## src/rtl/stream_rr_arbiter_pkg.sv

```systemverilog
// Shared types and helpers for the round-robin stream arbiter.
package stream_arb_pkg;

  typedef enum logic {
    IDLE  = 1'b0,
    GRANT = 1'b1
  } arb_state_e;

  // Ceiling log2, never below 1 so derived widths stay legal.
  function automatic int clog2(input int value);
    int r;
    r = 0;
    while ((1 << r) < value) begin
      r = r + 1;
    end
    return (r < 1) ? 1 : r;
  endfunction

endpackage

```

## src/rtl/stream_rr_arbiter_if.sv

```systemverilog
// Merge-side bundle: NUM_IN upstream val/ready streams, one tagged downstream stream, stall counter.
interface stream_rr_arbiter_if #(
  parameter int NUM_IN     = 4,
  parameter int DATA_WIDTH = 32
);
  import stream_arb_pkg::*;

  localparam int IDX_W = clog2(NUM_IN);

  logic [NUM_IN*DATA_WIDTH-1:0] din;
  logic [NUM_IN-1:0]            val_in;
  logic [NUM_IN-1:0]            ready_upward;
  logic [IDX_W+DATA_WIDTH-1:0]  dout;
  logic                         val_out;
  logic                         ready_downward;
  logic                         cnt_clr;
  logic                         state_in;
  logic [31:0]                  out_stall_cnt;

  modport master (
    output din, val_in, ready_downward, cnt_clr, state_in,
    input  ready_upward, dout, val_out, out_stall_cnt
  );

  modport slave (
    input  din, val_in, ready_downward, cnt_clr, state_in,
    output ready_upward, dout, val_out, out_stall_cnt
  );

endinterface

```

## src/rtl/stream_rr_pick.sv

```systemverilog
// Round-robin priority encoder: first requester strictly after i_rr_ptr, with wrap-around,
// found on a doubled request vector so no modulo mux chain is needed.
module stream_rr_pick
  import stream_arb_pkg::*;
#(
  parameter int NUM_IN = 4,
  parameter int IDX_W  = 2
) (
  input  logic [NUM_IN-1:0] i_req,
  input  logic [IDX_W-1:0]  i_rr_ptr,
  output logic              o_any_req,
  output logic [IDX_W-1:0]  o_pick
);

  logic [2*NUM_IN-1:0] w_dreq;
  logic [2*NUM_IN-1:0] w_mask;
  logic [2*NUM_IN-1:0] w_hit;
  logic [IDX_W:0]      w_first;

  assign w_dreq    = {i_req, i_req};
  assign w_hit     = w_dreq & w_mask;
  assign o_any_req = |i_req;

  // Window of NUM_IN positions starting just above the pointer.
  always_comb begin
    w_mask = '0;
    for (int j = 0; j < 2*NUM_IN; j++) begin
      w_mask[j] = (j > int'(i_rr_ptr)) && (j <= int'(i_rr_ptr) + NUM_IN);
    end
  end

  always_comb begin
    w_first = '0;
    for (int j = 2*NUM_IN-1; j >= 0; j--) begin
      if (w_hit[j]) begin
        w_first = (IDX_W+1)'(j);
      end else begin
        w_first = w_first;
      end
    end
  end

  always_comb begin
    if (w_first >= (IDX_W+1)'(NUM_IN)) begin
      o_pick = IDX_W'(w_first - (IDX_W+1)'(NUM_IN));
    end else begin
      o_pick = w_first[IDX_W-1:0];
    end
  end

endmodule

```

## src/rtl/stream_rr_arbiter.sv

```systemverilog
// Burst-locked round-robin merge of NUM_IN streams into one registered, source-tagged stream
// with a downstream backpressure counter.
module stream_rr_arbiter
  import stream_arb_pkg::*;
#(
  parameter int NUM_IN     = 4,
  parameter int DATA_WIDTH = 32,
  parameter int BURST_LEN  = 4
) (
  input  logic              clk,
  input  logic              reset,
  stream_rr_arbiter_if.slave bus
);

  localparam int IDX_W = clog2(NUM_IN);
  localparam int BC_W  = clog2(BURST_LEN + 1);

  arb_state_e                  r_state;
  logic [IDX_W-1:0]            r_rr_ptr;
  logic [IDX_W-1:0]            r_grant;
  logic [BC_W-1:0]             r_beat_cnt;
  logic [IDX_W+DATA_WIDTH-1:0] r_dout;
  logic                        r_val_out;
  logic [31:0]                 r_stall_cnt;

  logic                        w_can_load;
  logic                        w_any_req;
  logic [IDX_W-1:0]            w_pick;
  logic [IDX_W-1:0]            w_sel;
  logic                        w_load;
  logic [NUM_IN-1:0]           w_ready_up;
  logic [DATA_WIDTH-1:0]       w_sel_data;
  logic [BC_W-1:0]             w_beat_nxt;

  stream_rr_pick #(
    .NUM_IN (NUM_IN),
    .IDX_W  (IDX_W)
  ) u_pick (
    .i_req     (bus.val_in),
    .i_rr_ptr  (r_rr_ptr),
    .o_any_req (w_any_req),
    .o_pick    (w_pick)
  );

  assign w_can_load = !r_val_out || bus.ready_downward;
  assign w_sel_data = bus.din[w_sel*DATA_WIDTH +: DATA_WIDTH];
  assign w_beat_nxt = r_beat_cnt + BC_W'(1);

  assign bus.ready_upward  = w_ready_up;
  assign bus.dout          = r_dout;
  assign bus.val_out       = r_val_out;
  assign bus.out_stall_cnt = r_stall_cnt;

  // Per-port ready and transfer decision; IDLE picks combinationally so bursts chain without a bubble.
  always_comb begin
    w_ready_up = '0;
    w_load     = 1'b0;
    w_sel      = r_grant;
    case (r_state)
      IDLE: begin
        if (w_any_req && w_can_load) begin
          w_sel              = w_pick;
          w_ready_up[w_pick] = 1'b1;
          w_load             = 1'b1;
        end else begin
          w_load = 1'b0;
        end
      end
      GRANT: begin
        w_ready_up[r_grant] = w_can_load;
        w_load              = w_can_load && bus.val_in[r_grant];
      end
      default: begin
        w_load = 1'b0;
      end
    endcase
  end

  // Output register, grant FSM and stall counter.
  always_ff @(posedge clk or posedge reset) begin
    if (reset) begin
      r_state     <= IDLE;
      r_rr_ptr    <= IDX_W'(NUM_IN - 1);
      r_grant     <= '0;
      r_beat_cnt  <= '0;
      r_dout      <= '0;
      r_val_out   <= 1'b0;
      r_stall_cnt <= 32'd0;
    end else begin
      if (w_can_load) begin
        r_val_out <= w_load;
        if (w_load) begin
          r_dout <= {w_sel, w_sel_data};
        end
      end

      if (bus.cnt_clr) begin
        r_stall_cnt <= 32'd0;
      end else if (r_val_out && !bus.ready_downward && !bus.state_in) begin
        r_stall_cnt <= r_stall_cnt + 32'd1;
      end

      case (r_state)
        IDLE: begin
          if (w_load) begin
            r_grant    <= w_pick;
            r_beat_cnt <= BC_W'(1);
            if (BURST_LEN == 1) begin
              r_rr_ptr <= w_pick;
            end else begin
              r_state <= GRANT;
            end
          end
        end
        GRANT: begin
          if (w_load) begin
            r_beat_cnt <= w_beat_nxt;
            if (w_beat_nxt == BC_W'(BURST_LEN)) begin
              r_rr_ptr <= r_grant;
              r_state  <= IDLE;
            end
          end else if (w_can_load) begin
            // Granted port dropped valid: release early, the lost slot becomes one bubble.
            r_rr_ptr <= r_grant;
            r_state  <= IDLE;
          end
        end
        default: begin
          r_state <= IDLE;
        end
      endcase
    end
  end

endmodule

```

## src/flat_wrapper.sv

```systemverilog
// flat-port wrapper written by rule: the top's interface ports become plain ports
module stream_rr_arbiter_flat import stream_arb_pkg::*;
#(
  parameter int NUM_IN     = 4,
  parameter int DATA_WIDTH = 32,
  parameter int BURST_LEN  = 4
)
  (clk, reset, bus_din, bus_val_in, bus_ready_downward, bus_cnt_clr, bus_state_in, bus_ready_upward, bus_dout, bus_val_out, bus_out_stall_cnt);
  stream_rr_arbiter_if #(.NUM_IN(NUM_IN), .DATA_WIDTH(DATA_WIDTH)) bus_i ();
  input  logic clk;
  input  logic reset;
  input wire logic [$bits(bus_i.din)-1:0] bus_din;
  input wire logic [$bits(bus_i.val_in)-1:0] bus_val_in;
  input wire logic [$bits(bus_i.ready_downward)-1:0] bus_ready_downward;
  input wire logic [$bits(bus_i.cnt_clr)-1:0] bus_cnt_clr;
  input wire logic [$bits(bus_i.state_in)-1:0] bus_state_in;
  output wire logic [$bits(bus_i.ready_upward)-1:0] bus_ready_upward;
  output wire logic [$bits(bus_i.dout)-1:0] bus_dout;
  output wire logic [$bits(bus_i.val_out)-1:0] bus_val_out;
  output wire logic [$bits(bus_i.out_stall_cnt)-1:0] bus_out_stall_cnt;
  assign bus_i.din = bus_din;
  assign bus_i.val_in = bus_val_in;
  assign bus_i.ready_downward = bus_ready_downward;
  assign bus_i.cnt_clr = bus_cnt_clr;
  assign bus_i.state_in = bus_state_in;
  assign bus_ready_upward = bus_i.ready_upward;
  assign bus_dout = bus_i.dout;
  assign bus_val_out = bus_i.val_out;
  assign bus_out_stall_cnt = bus_i.out_stall_cnt;
  stream_rr_arbiter #(.NUM_IN(NUM_IN), .DATA_WIDTH(DATA_WIDTH), .BURST_LEN(BURST_LEN)) u_core (.clk(clk), .reset(reset), .bus(bus_i));
endmodule
```

## config.mk

```make
export PLATFORM = sky130hd
export DESIGN_NAME = stream_rr_arbiter_flat
export DESIGN_NICKNAME = d
export VERILOG_FILES = /design/src/rtl/stream_rr_arbiter_pkg.sv /design/src/rtl/stream_rr_arbiter_if.sv /design/src/rtl/stream_rr_pick.sv /design/src/rtl/stream_rr_arbiter.sv /design/src/flat_wrapper.sv
export SDC_FILE = /design/constraint.sdc
export NUM_CORES = 1
export LEC_CHECK = 0
export CORE_ASPECT_RATIO = 1.75
export CORE_UTILIZATION = 43
export DETAILED_ROUTE_END_ITERATION = 6
export GPL_TIMING_DRIVEN = 1
export HOLD_SLACK_MARGIN = 0.15
export PLACE_DENSITY = 0.82
export SETUP_SLACK_MARGIN = 0.2
export SLEW_MARGIN = 10
export SYNTH_ARGS = -nofsm -noshare
export SYNTH_HDL_FRONTEND = slang
export SYNTH_HIERARCHICAL = 1
export SYNTH_SLANG_ARGS = --single-unit
```

## constraint.sdc

```tcl
create_clock -name clk -period 3.1 [get_ports clk]
set_input_delay 0.775 -clock clk [delete_from_list [all_inputs] [get_ports clk]]
set_output_delay 0.775 -clock clk [all_outputs]
set_load 0.005 [all_outputs]
```

==> results.cfg <==
[global_routing]
grtUsageTotal_pct = 28.0
grt_pass1_wl_mm = 24.7
grt_antenna_before_repair = 0
grt_pass1_vias = 5165
grt_max_degree = 65
overflow = 0

[worst_setup_path]
start_kind = input port
critPathTopFamily = buffers and inverters
worstPathCellList = buf_2 -> nor2b_4 -> a21oi_1 -> o221ai_2 -> nor2_4 -> buf_4 -> a22o_1 -> dlygate4sd2_1
arrival_ns = 2.11
slowest_stage = o221ai_2
critPathCaptureType = output port
slowest_delay_ns = 0.27
cp_max_fo = 5
required_ns = 2.32
crit_buf_inv = 3
path_class = input port to output port

[timing]
hold_viol = 0
worst_hold_slack_ns = 0.474
fin_ws_ns = 0.212
rsz0062_at_grt = true
relSlewSlack_pct = 51.2
max_slew.worst_pin.slew_ns = 0.731
fin_crit_sh_pct = 93.1
setup_viol = 0
drv_slew = 0
layout_min_cycle_time_ns = 2.89
final.setup_skew_ns = 0.00631
fmax_ghz = 0.346

[placement]
portBuffers = 207
post-place-ws_ns = -0.354
placed_cell_area_um2 = 7110
hpwlAfterDp_mm = 11.6
place.gp.congestion = 0.855
numPlacedInstances = 886

[route]
routedWlPerCell_um = 17.2
vias_per_cell = 5.57
remaining_drc_errors = 0
routed_wl_mm = 15.6
final_antenna_net_count = 0
dr.pass1.iters = 4
drt_iter0_drc = 127
route.vias.total = 5043

[clocking]
clkLatencyLatePin_ns = 0.34
h-tree-depth = 3
hold_buffers = 0
path_clk_slew_ns = 0.05
cts.sinks = 75
cts-buffers-inserted = 9
root_buffer = clkbuf_16
clock_path_buffers = 2
cts_tree = done

[yosys]
yosysTopAreaCell = dfrtp_1
synth_top_family_by_area = simple AND/OR/NAND/NOR gates
synthTopCellsByArea = dfrtp_1 (38%), o211ai_1 (10%), nand3_1 (7.7%)
synth-xor-area-share_pct = 5.15
yosysMostFrequentCell = inv_1
syn_nets = 702
synth_seq_cells = 75
synth_compound_area_share_pct = 19.6
synth_enable_flop_cells = 0
synth_seq_area_share_pct = 39.5
synth_ff_type = dfrtp_1
synth.distinct_cells = 47
syn_inst = 562
synthTopCellsByCount = inv_1 (76), dfrtp_1 (73), nand3_1 (73)
syn_area_um2 = 4760
async_reset_ff_share_pct = 100
synthAdderAreaFrac_pct = 0.789
yosys_warnings = 6
synth_mux_area_share_pct = 1.16
yosys.area_share.simple_pct = 24.2
postSynthAreaPerCell_um2 = 8.47
synth_top_area_share_pct = 38.4

[floorplanning]
die_area_um2 = 11500
pin_count = 208
num_rows = 50
die_h_um = 141
core_area_um2 = 10800
start_util_pct = 44.2
die_w_um = 81.5

[layout]
nFillCells = 821
drive_gt1_share_pct = 12.2
multi_input_area_um2 = 2490
final_core_util_pct = 69.6
n_antenna_cell = 0
fin_cells = 906
syn_to_final_growth_pct = 57.5
nets = 911
stdcell_area_um2 = 7490
register_area_um2 = 1880

[pwr]
p_sw_mw = 2.36
power.leakage_nw = 3.25
swShare_pct = 37.8
cellPowerDensity_nw_per_um2 = 835
comb_power_share_pct = 57.6
p_clk_share_pct = 18.4
peakVddDrop_mv = 0.670
seqPwrFrac_pct = 24.0
p_int_mw = 3.89

[hold_path]
hp-class = register to register

[flow_run]
drv_cap = 0

[outcome]
status = finished, final reports clean
-- area by class of cell --
type	count	share of cell area, %
Timing Repair Buffer	236	31.3
Tap cell	130	2.17
Clock buffer	12	3.42
Inverter	76	3.81
Clock inverter	4	0.969
Multi-Input combinational cell	373	33.2
Sequential cell	75	25.1
-- worst paths after layout --
path	from	to	slack [ns]	depth (start not counted)
worst max-delay path	bus_val_in[3]	bus_ready_upward[0]	0.21	8
worst min-delay path	u_core/r_beat_cnt[0]	u_core/r_beat_cnt[0]	0.47	1
worst max register to register	u_core/r_rr_ptr[1]	u_core/bus.dout[13]	0.46	9
worst min register to register	u_core/r_beat_cnt[0]	u_core/r_beat_cnt[0]	0.47	1
max in group asynchronous	reset	u_core/bus.out_stall_cnt[11]	1.57	3
min in group asynchronous	reset	u_core/bus.dout[3]	0.89	2
-- worst register-to-register path: stages, from the launching register on --
cell and delay, ns:
dfstp_2 0.59, mux2i_1 0.30, o221ai_2 0.20, buf_4 0.18
nand3_2 0.09, buf_4 0.13, buf_4 0.52, nand3_1 0.20
o211ai_1 0.18, a31o_1 0.18
-- sequential cells by signal, indices dropped and copies added, names as in the netlist --
register,flops
u_core/r_state,1
u_core/bus.out_stall_cnt,32
u_core/bus.val_out,1
u_core/r_grant,2
u_core/r_beat_cnt,3
u_core/bus.dout,34
u_core/r_rr_ptr,2
-- power by group through the flow --
stage / registers, mW / clock network [mW] / logic, mW
after floorplan: 1.48 / 0 / 2.06
after global placement: 1.49 / 0 / 3.45
after detailed placement: 1.51 / 0 / 3.54
after CTS: 1.50 / 1.17 / 3.57
after global routing: 1.54 / 1.20 / 3.89
final: 1.50 / 1.15 / 3.60
-- per-layer routing --
metal	vias up	global-route usage, %	part of all wire (%)
met5	-	0	0
met4	0	11.8	2.7
met3	33	8.54	8.6
met2	257	49.0	52
met1	2364	30.2	37
li1	2389	-	-
-- placed cells by master, fill, tap and decap left out, types with 4 or more instances in the layout --
cell / n
a21oi_1: 9
a31o_1: 14
a31o_2: 18
and2_1: 33
buf_12: 7
buf_4: 22
clkbuf_16: 9
clkbuf_2: 4
clkdlybuf4s50_1: 198
dfrtp_1: 73
inv_1: 75
nand2_1: 18
nand2b_1: 4
nand3_1: 72
nand4_1: 14
nor2_1: 38
nor3_1: 4
o211ai_1: 64
o21ai_0: 5
xnor2_1: 6
xor2_1: 22
-- stage by stage --
stage	setup TNS (ns)	total power [mW]
2_1_floorplan	0	3.54
3_3_place_gp	-0.882	4.94
3_5_place_dp	-1.67	5.05
4_1_cts	0	6.24
5_1_grt	0	6.63
6_report	0	6.25
-- timing repair --
action                                  in CTS  in global routing
resized for setup                           21                 17
buffers inserted                             3                  1
endpoints found under the setup margin       4                  4
gates cloned                                 0                  0
pin swaps                                    4                  3
-- cell families after synthesis --
logic type               count (synthesis)
AO/OA/AOI/OAI                          123
XOR/XNOR                                28
adder cells (fa/ha/maj)                  3
buffers and inverters                  114
flip-flops                              75
multiplexers                             4
AND/OR/NAND/NOR                        215
Power figures use the tool's default switching activity.
